File: config.mk
export PLATFORM = sky130hd
export DESIGN_NAME = word_assembler_flat
export DESIGN_NICKNAME = d
export VERILOG_FILES = /design/src/rtl/word_assembler_if.sv /design/src/rtl/word_assembler.sv /design/src/flat_wrapper.sv
export SDC_FILE = /design/constraint.sdc
export NUM_CORES = 1
export LEC_CHECK = 0
export CAP_MARGIN = 20
export CORE_UTILIZATION = 35
export CTS_CLUSTER_SIZE = 30
export DETAILED_ROUTE_END_ITERATION = 16
export SYNTH_ARGS = -nofsm -noshare
export SYNTH_HDL_FRONTEND = slang
export SYNTH_SLANG_ARGS = --single-unit
File: constraint.sdc
create_clock -name clk -period 2.2 [get_ports clk]
set_input_delay 0.55 -clock clk [delete_from_list [all_inputs] [get_ports clk]]
set_output_delay 0.55 -clock clk [all_outputs]
set_load 0.05 [all_outputs]
File: src/rtl/word_assembler_if.sv
// Byte-in / word-out handshake bundle for word_assembler.
// Optional feature macro: WORD_ASSEMBLER_FLUSH_EN adds flush and out_bytes.
//
// Handshake semantics (both channels): a transfer happens on a rising clk
// edge where valid and ready are both 1. Valid, once raised by a producer,
// holds its payload stable until the transfer happens. Ready may depend
// combinationally on the other side's signals; valid never depends on ready.
interface word_assembler_if;
   logic        in_valid;
   logic [7:0]  in_byte;
   logic        in_ready;
   logic        out_valid;
   logic [31:0] out_data;
   logic        out_ready;
   logic [1:0]  byte_cnt;
`ifdef WORD_ASSEMBLER_FLUSH_EN
   logic        flush;
   logic [2:0]  out_bytes;

   // Byte producer / word consumer side.
   modport master (
      output in_valid, in_byte, out_ready, flush,
      input  in_ready, out_valid, out_data, byte_cnt, out_bytes
   );

   // Assembler side.
   modport slave (
      input  in_valid, in_byte, out_ready, flush,
      output in_ready, out_valid, out_data, byte_cnt, out_bytes
   );
`else
   // Byte producer / word consumer side.
   modport master (
      output in_valid, in_byte, out_ready,
      input  in_ready, out_valid, out_data, byte_cnt
   );

   // Assembler side.
   modport slave (
      input  in_valid, in_byte, out_ready,
      output in_ready, out_valid, out_data, byte_cnt
   );
`endif
endinterface

File: src/rtl/word_assembler.sv
// Packs a stream of bytes into 32-bit words, first byte in [31:24].
// A one-word output register lets bytes 1-3 of the next word arrive while
// the previous word waits for the consumer; only the 4th byte can stall.
// Optional feature macro: WORD_ASSEMBLER_FLUSH_EN emits a left-aligned,
// zero-padded partial word on flush and reports its byte count on out_bytes.
module word_assembler (
   input  logic            clk,
   input  logic            reset,
   word_assembler_if.slave bus
);

   logic [23:0] acc_q, acc_d;
   logic [1:0]  cnt_q, cnt_d;
   logic [31:0] out_data_q, out_data_d;
   logic        out_valid_q, out_valid_d;

   logic in_ready;
   logic in_acc;
   logic out_xfer;
   logic word_done;

   // The output register is free for a new word unless it holds one that
   // the consumer is not taking this cycle; only the 4th byte needs that.
   assign in_ready  = (cnt_q != 2'd3) | ~out_valid_q | bus.out_ready;
   assign in_acc    = bus.in_valid & in_ready;
   assign out_xfer  = out_valid_q & bus.out_ready;
   assign word_done = in_acc & (cnt_q == 2'd3);

`ifdef WORD_ASSEMBLER_FLUSH_EN
   logic [2:0] out_bytes_q, out_bytes_d;
   logic [1:0] fill_cnt;
   logic       flush_emit;

   // Byte count including any byte accepted this same cycle; a completing
   // word is handled as a normal emit, so flush only acts on partials.
   assign fill_cnt   = in_acc ? (cnt_q + 2'd1) : cnt_q;
   assign flush_emit = bus.flush & (~out_valid_q | bus.out_ready) &
                       ~word_done & (fill_cnt != 2'd0);
`endif

   // Next-state: accumulate bytes, load and drain the output register.
   always_comb begin
      acc_d       = acc_q;
      cnt_d       = cnt_q;
      out_data_d  = out_data_q;
      out_valid_d = out_valid_q;
`ifdef WORD_ASSEMBLER_FLUSH_EN
      out_bytes_d = out_bytes_q;
`endif
      if (out_xfer) begin
         out_valid_d = 1'b0;
      end
      if (in_acc) begin
         cnt_d = cnt_q + 2'd1;
         // Starting a word clears the low bytes so a partial is zero-padded.
         case (cnt_q)
            2'd0:    acc_d = {bus.in_byte, 16'h0000};
            2'd1:    acc_d[15:8] = bus.in_byte;
            2'd2:    acc_d[7:0]  = bus.in_byte;
            default: acc_d = 24'h00_0000;
         endcase
      end
      if (word_done) begin
         out_data_d  = {acc_q, bus.in_byte};
         out_valid_d = 1'b1;
      end
`ifdef WORD_ASSEMBLER_FLUSH_EN
      if (word_done) begin
         out_bytes_d = 3'd4;
      end else if (flush_emit) begin
         out_data_d  = {acc_d, 8'h00};
         out_valid_d = 1'b1;
         out_bytes_d = {1'b0, fill_cnt};
         cnt_d       = 2'd0;
         acc_d       = 24'h00_0000;
      end
`endif
   end

   // State registers; reset discards any partial or pending word.
   always_ff @(posedge clk) begin
      if (reset) begin
         acc_q       <= 24'h00_0000;
         cnt_q       <= 2'd0;
         out_data_q  <= 32'h0000_0000;
         out_valid_q <= 1'b0;
`ifdef WORD_ASSEMBLER_FLUSH_EN
         out_bytes_q <= 3'd0;
`endif
      end else begin
         acc_q       <= acc_d;
         cnt_q       <= cnt_d;
         out_data_q  <= out_data_d;
         out_valid_q <= out_valid_d;
`ifdef WORD_ASSEMBLER_FLUSH_EN
         out_bytes_q <= out_bytes_d;
`endif
      end
   end

   assign bus.in_ready  = in_ready;
   assign bus.out_valid = out_valid_q;
   assign bus.out_data  = out_data_q;
   assign bus.byte_cnt  = cnt_q;
`ifdef WORD_ASSEMBLER_FLUSH_EN
   assign bus.out_bytes = out_bytes_q;
`endif

endmodule
File: src/flat_wrapper.sv
// flat-port wrapper written by rule: the top's interface ports become plain ports
module word_assembler_flat 
  (clk, reset, bus_in_valid, bus_in_byte, bus_out_ready, bus_in_ready, bus_out_valid, bus_out_data, bus_byte_cnt);
  word_assembler_if bus_i ();
  input  logic clk;
  input  logic reset;
  input wire logic [$bits(bus_i.in_valid)-1:0] bus_in_valid;
  input wire logic [$bits(bus_i.in_byte)-1:0] bus_in_byte;
  input wire logic [$bits(bus_i.out_ready)-1:0] bus_out_ready;
  output wire logic [$bits(bus_i.in_ready)-1:0] bus_in_ready;
  output wire logic [$bits(bus_i.out_valid)-1:0] bus_out_valid;
  output wire logic [$bits(bus_i.out_data)-1:0] bus_out_data;
  output wire logic [$bits(bus_i.byte_cnt)-1:0] bus_byte_cnt;
  assign bus_i.in_valid = bus_in_valid;
  assign bus_i.in_byte = bus_in_byte;
  assign bus_i.out_ready = bus_out_ready;
  assign bus_in_ready = bus_i.in_ready;
  assign bus_out_valid = bus_i.out_valid;
  assign bus_out_data = bus_i.out_data;
  assign bus_byte_cnt = bus_i.byte_cnt;
  word_assembler u_core (.clk(clk), .reset(reset), .bus(bus_i));
endmodule
==> results of run 1 <==
## final cells by class
class,instances,area share (%)
inverter,3,0.355
tap,96,3.78
clock inverter,2,0.315
clock buffer,14,5.12
multi-input combinational,204,34.6
sequential,59,37.2
timing repair buffer,61,18.7
## kinds of logic (layout without fill, tap and decap cells)
kind of cell / Yosys count / in the layout
flops: 59 / 59
compound gates: 117 / 117
simple gates: 83 / 83
buf+inv: 36 / 80
fa+ha+maj: 4 / 4
## power by group through the flow
stage / combinational, mW / sequential [mW] / clock (mW)
4_1_cts: 0.175 / 1.10 / 0.897
2_1_floorplan: 0.100 / 1.13 / 0
3_5_place_dp: 0.174 / 1.12 / 0
3_3_place_gp: 0.172 / 1.12 / 0
5_1_grt: 0.191 / 1.10 / 0.950
6_report: 0.175 / 1.10 / 0.876
## cell usage after synthesis
| cell | number |
|---|---|
| a21o_1 | 2 |
| o21ai_0 | 55 |
| a21oi_1 | 59 |
| clkbuf_2 | 1 |
| dfxtp_1 | 59 |
| and3b_4 | 1 |
| buf_2 | 9 |
| or3_1 | 16 |
| nand4_1 | 8 |
| clkbuf_1 | 17 |
| inv_1 | 3 |
| buf_1 | 1 |
| nand2b_1 | 2 |
| buf_6 | 5 |
| nand3_1 | 34 |
| and2_1 | 1 |
| nor2b_1 | 1 |
| o21ai_1 | 1 |
| and2b_1 | 1 |
| nand2b_4 | 2 |
| nand2_1 | 17 |
| ha_1 | 4 |
## registers in the layout, indices dropped and copies added (netlist names)
register,flops
u_core.bus.out_data,32
u_core.bus.out_valid,1
u_core.bus.byte_cnt,2
u_core.acc_q,24
## worst min path at each step
stage                                                       to  slack (ps)
after CTS                 u_core.bus.out_data[14]$_SDFFE_PP0P_         470
after global placement    u_core.bus.out_data[29]$_SDFFE_PP0P_         460
after floorplan           u_core.bus.out_data[10]$_SDFFE_PP0P_         440
after detailed placement  u_core.bus.out_data[20]$_SDFFE_PP0P_         460
final                     u_core.bus.out_data[27]$_SDFFE_PP0P_         460
after global routing      u_core.bus.out_data[19]$_SDFFE_PP0P_         480
## routing by layer
| layer | vias to the layer above | global-route usage (%) | routed length (um) |
|---|---|---|---|
| li1 | 1133 | - | - |
| met1 | 1057 | 23.9 | 3050 |
| met2 | 57 | 28.9 | 2840 |
| met3 | 9 | 3.27 | 330 |
| met4 | 0 | 9.85 | 89 |
| met5 | - | 0 | 0 |
## worst register-to-register path, delay by kind of cell, from the launching register on
family / cells / cell delay [ps]
adders and majority gates: 1 / 340
AOI/OAI and AO/OA: 1 / 180
DFF: 1 / 420
and+or+nand+nor: 2 / 630
buffers and inverters: 1 / 120
## stage by stage
stage	setup slack, ps	utilization [%]	std cells	area [um^2]	power (mW)
floorplan	199	-	299	2460	1.23
CTS	64.4	46.7	439	3180	2.17
detailed placement	79.9	44.2	423	3000	1.30
finish	45.6	46.7	439	3180	2.15
global route	15.0	46.7	439	3180	2.24
global placement	67.5	44.2	423	3000	1.29
==> qor.yml, run 1 <==
n_fill_cell: 676
synthAdderAreaFrac_pct: 2.03
switchingPower_mw: 0.529
max_stage_delay_ps: 470
area_delta_synth_final_pct: 28.9
die_y_um: 85.9
setup_tns_ps: 0
pwr-share-seq_pct: 51.1
worst-path-buf-inv: 3
cts_setup_buffers: 0
ant_nets: 0
crit_cells: 4
cp_slowest_cell: "clkdlybuf4s50_1"
setup_viol: 0
min_path_type: "reg2reg"
ioPinCount: 48
grt_pass1_vias: 2146
synth_nets: 315
syn_area_per_cell_um2: 8.24
crit_fanout: 3
clock_latency_ps: 340
grt_pass1_wl_um: 10300
core.rowCount: 30
startpoint_type: "input pin"
startpoint: "bus_out_ready"
synth.distinct_cells: 22
synthCells: 299
path_cells: "clkdlybuf4s50_1 > and3b_4 > inv_1 > buf_12"
crit_path_end_kind: "output pin"
drt-total-wl_um: 6310
worstPathArrival_ps: 1600
synth_mux_area_share_pct: 0
ys_ff_latch: 59
crit_end: "bus_in_ready"
grt_max_degree: 54
maxSlewViolCount: 0
multi_input_area_um2: 1100
reg2reg_to: "u_core.acc_q[14]$_SDFFE_PP0P_"
final_cell_mix: "59 x a21oi_1, 59 x dfxtp_1, 55 x o21ai_0"
track_usage_pct: 18.3
clkPwrFrac_pct: 40.7
finalHoldViolCount: 0
finalNetCount: 354
post_drt_wl_per_cell_um: 14.4
tightest_slew_ps: 501
initial_core_util_pct: 36.3
crit_family: "buffers and inverters"
cts_buffers: 9
synth_simple_gate_area_share_pct: 18.5
htree_levels: 3
synth_top_area_cell: "dfxtp_1"
antenna_found_initial: 0
fp.dieW_um: 85.9
r2r_slack_ps: 450
max_freq_mhz: 464
status: "completed"
skew_ps: 8.85
yosysTopAreaCellShare_pct: 47.9
cts.sinks: 59
seq_area_um2: 1180
core_area_um2: 6790
whs_ps: 461
worstSetupPathType: "in2out"
cts_tree: "yes"
p_int_mw: 1.62
crit_required_ps: 1650
io_buffers: 47
synthTopCellsByArea: "dfxtp_1 48%, a21oi_1 12%, o21ai_0 11%"
reg2reg_depth: 5
synth_top_family_by_area: "compound AO/OA/AOI/OAI gates"
drtIter0Drc: 156
min_from: "u_core.acc_q[19]$_SDFFE_PP0P_"
clock_path_buffers: 2
post-route-drc-count: 0
overflow: 0
synth_seq_area_share_pct: 47.9
pwr_density_cell_nw_per_um2: 678
clk_pin_slew_worst_paths_ps: 60
netSwitchingFraction_pct: 24.6
rsz0062_at_grt: "false"
postCtsHoldBufs: 0
cap_violations: 0
cts_root_buf: "clkbuf_8"
gp_congestion: 0.736
ir_drop_mv: 0.289
drtPass1Iterations: 4
power_frac_comb_pct: 8.1
layout-drive-gt1-share_pct: 9.33
hpwl_um: 4020
dr_total_vias: 2256
dieArea_um2: 7380
post_drt_via_cell_ratio: 5.14
period_needed_ps: 2150
syn_area_um2: 2460
holdPathStages: 2
rr_startpoint: "u_core.bus.byte_cnt[0]$_SDFFE_PP0P_"
max_slew_margin_pct: 66.5
p_leak_nw: 1.05
antennaDiodeCount: 0
synth_xor_area_share_pct: 0
synth_compound_area_share_pct: 24.0
ys_warn_count: 0
cts_resized: 0
period_share_pct: 97.9
No activity file was read; power rests on OpenSTA's default activity.
==> inputs of run 2 (changes only) <==
--- a/config.mk
+++ b/config.mk
@@ -6,6 +6,7 @@
 export NUM_CORES = 1
 export LEC_CHECK = 0
 export CAP_MARGIN = 20
+export CORE_MARGIN = 2
 export CORE_UTILIZATION = 35
 export CTS_CLUSTER_SIZE = 30
 export DETAILED_ROUTE_END_ITERATION = 16
==> run 2 against run 1 <==
Effect of this change: design area grew 0.59%; highest routed layer unchanged; sequential cell count is the same; die area grew 4.7%; largest cell class unchanged.
==> qor.yml, run 2 (synthesis results as in run 1) <==
antenna_found_initial: 0
setup_viol: 0
crit_path_end_kind: "output pin"
overflow: 0
core_area_um2: 6790
dieArea_um2: 7730
finalCoreUtilization_pct: 47.0
post_drt_via_cell_ratio: 5.08
max_stage_delay_ps: 510
layout-drive-gt1-share_pct: 9.65
track_usage_pct: 17.2
clock_path_buffers: 2
maxSlewViolCount: 0
cts_resized: 0
status: "completed"
ir_drop_mv: 0.333
pwr_density_cell_nw_per_um2: 678
startpoint_type: "input pin"
final_cell_mix: "59 x a21oi_1, 59 x dfxtp_1, 55 x o21ai_0"
cap_violations: 0
die_y_um: 87.9
cts_buffers: 9
crit_required_ps: 1650
tightest_slew_ps: 506
post-place-ws_ps: 80.9
drtPass1Iterations: 5
gp_congestion: 0.721
clkPwrFrac_pct: 41.2
io_buffers: 47
cts.sinks: 59
grt_pass1_vias: 2037
reg2reg_depth: 5
hold_end: "u_core.bus.out_data[28]$_SDFFE_PP0P_"
rr_startpoint: "u_core.bus.byte_cnt[0]$_SDFFE_PP0P_"
place_area_um2: 3020
setup_ws_ps: 70.5
post_drt_wl_per_cell_um: 14.1
finalHoldViolCount: 0
cts_root_buf: "clkbuf_8"
drtIter0Drc: 130
postCtsHoldBufs: 0
max_freq_mhz: 470
cp_slowest_cell: "clkdlybuf4s50_1"
htree_levels: 3
netSwitchingFraction_pct: 24.0
fp.dieW_um: 87.9
r2r_slack_ps: 530
hpwl_um: 3860
path_cells: "clkdlybuf4s50_1 > and3b_4 > inv_1 > buf_12"
min_from: "u_core.acc_q[20]$_SDFFE_PP0P_"
cts_setup_buffers: 0
post-route-drc-count: 0
drt-total-wl_um: 6160
finalPower_mw: 2.17
grt_max_degree: 60
rsz0062_at_grt: "false"
p_int_mw: 1.65
area_delta_synth_final_pct: 29.7
power_frac_comb_pct: 8.0
setup_tns_ps: 0
clk_pin_slew_worst_paths_ps: 60
cts_tree: "yes"
antennaDiodeCount: 0
largest_register_ffs: 32
worstPathArrival_ps: 1580
dr_total_vias: 2223
pwr-share-seq_pct: 50.8
period_needed_ps: 2130
clock_latency_ps: 330
ant_nets: 0
crit_fanout: 3
reg2reg_to: "u_core.acc_q[14]$_SDFFE_PP0P_"
skew_ps: 4.39
worst-path-buf-inv: 3
period_share_pct: 96.8
grt_pass1_wl_um: 10200
core.rowCount: 30
worstSetupPathType: "in2out"
crit_family: "buffers and inverters"
initial_core_util_pct: 36.3
switchingPower_mw: 0.519
final_area_um2: 3190
finalNetCount: 354
max_slew_margin_pct: 66.2
min_path_type: "reg2reg"
holdPathStages: 2
ioPinCount: 48
p_leak_nw: 1.06
[run 2: changes by cell type in the layout (fill, tap and decap cells not counted), sizes merged]
| cell | change |
|---|---|
| clkbuf | -1 |
[run 2: worst max-delay path by stage]
stage,start,end,slack [ps],cells after the start
after global placement,bus_out_ready,bus_in_ready,70,4
after detailed placement,bus_out_ready,bus_in_ready,80,4
after global routing,u_core.bus.out_valid$_SDFFE_PP0P_,bus_out_valid,20,1
after floorplan,u_core.bus.byte_cnt[1]$_SDFFE_PP0P_,bus_in_ready,200,4
final,bus_out_ready,bus_in_ready,70,4
after CTS,bus_out_ready,bus_in_ready,70,4
[run 2: power groups by stage]
stage	sequential, mW	clock, mW	combinational, mW
after global routing	1.10	0.974	0.190
after global placement	1.12	0	0.172
after CTS	1.10	0.912	0.174
final	1.10	0.893	0.173
after floorplan	1.13	0	0.100
after detailed placement	1.12	0	0.173
[run 2: routing by layer]
| metal | global-route usage [%] | vias to the layer above | part of all wire (%) |
|---|---|---|---|
| met3 | 3.68 | 7 | 3.8 |
| met5 | 0 | - | 0 |
| met1 | 23.2 | 1026 | 49 |
| li1 | - | 1135 | - |
| met2 | 26.0 | 55 | 46 |
| met4 | 8.39 | 0 | 1.5 |
[run 2: layout make-up]
type	count	area, um^2
Sequential cell	59	1180
Clock buffer	13	169
Multi-Input combinational cell	204	1100
Timing Repair Buffer	61	606
Inverter	3	11.3
Clock inverter	2	10.0
Tap cell	96	120
Fill cell	673	3600
[run 2: worst register-to-register path, delay by kind of cell, from the launching register on]
| family | cells | cell delay [ps] |
|---|---|---|
| and+or+nand+nor | 2 | 620 |
| DFF | 1 | 390 |
| adders and majority gates | 1 | 330 |
| AOI/OAI and AO/OA | 1 | 140 |
| buffers and inverters | 1 | 120 |
[run 2: stage by stage]
stage               hold WS [ps]  cells
global route                 486    438
finish                       467    438
detailed placement           457    423
floorplan                    440    299
CTS                          469    438
global placement             456    423
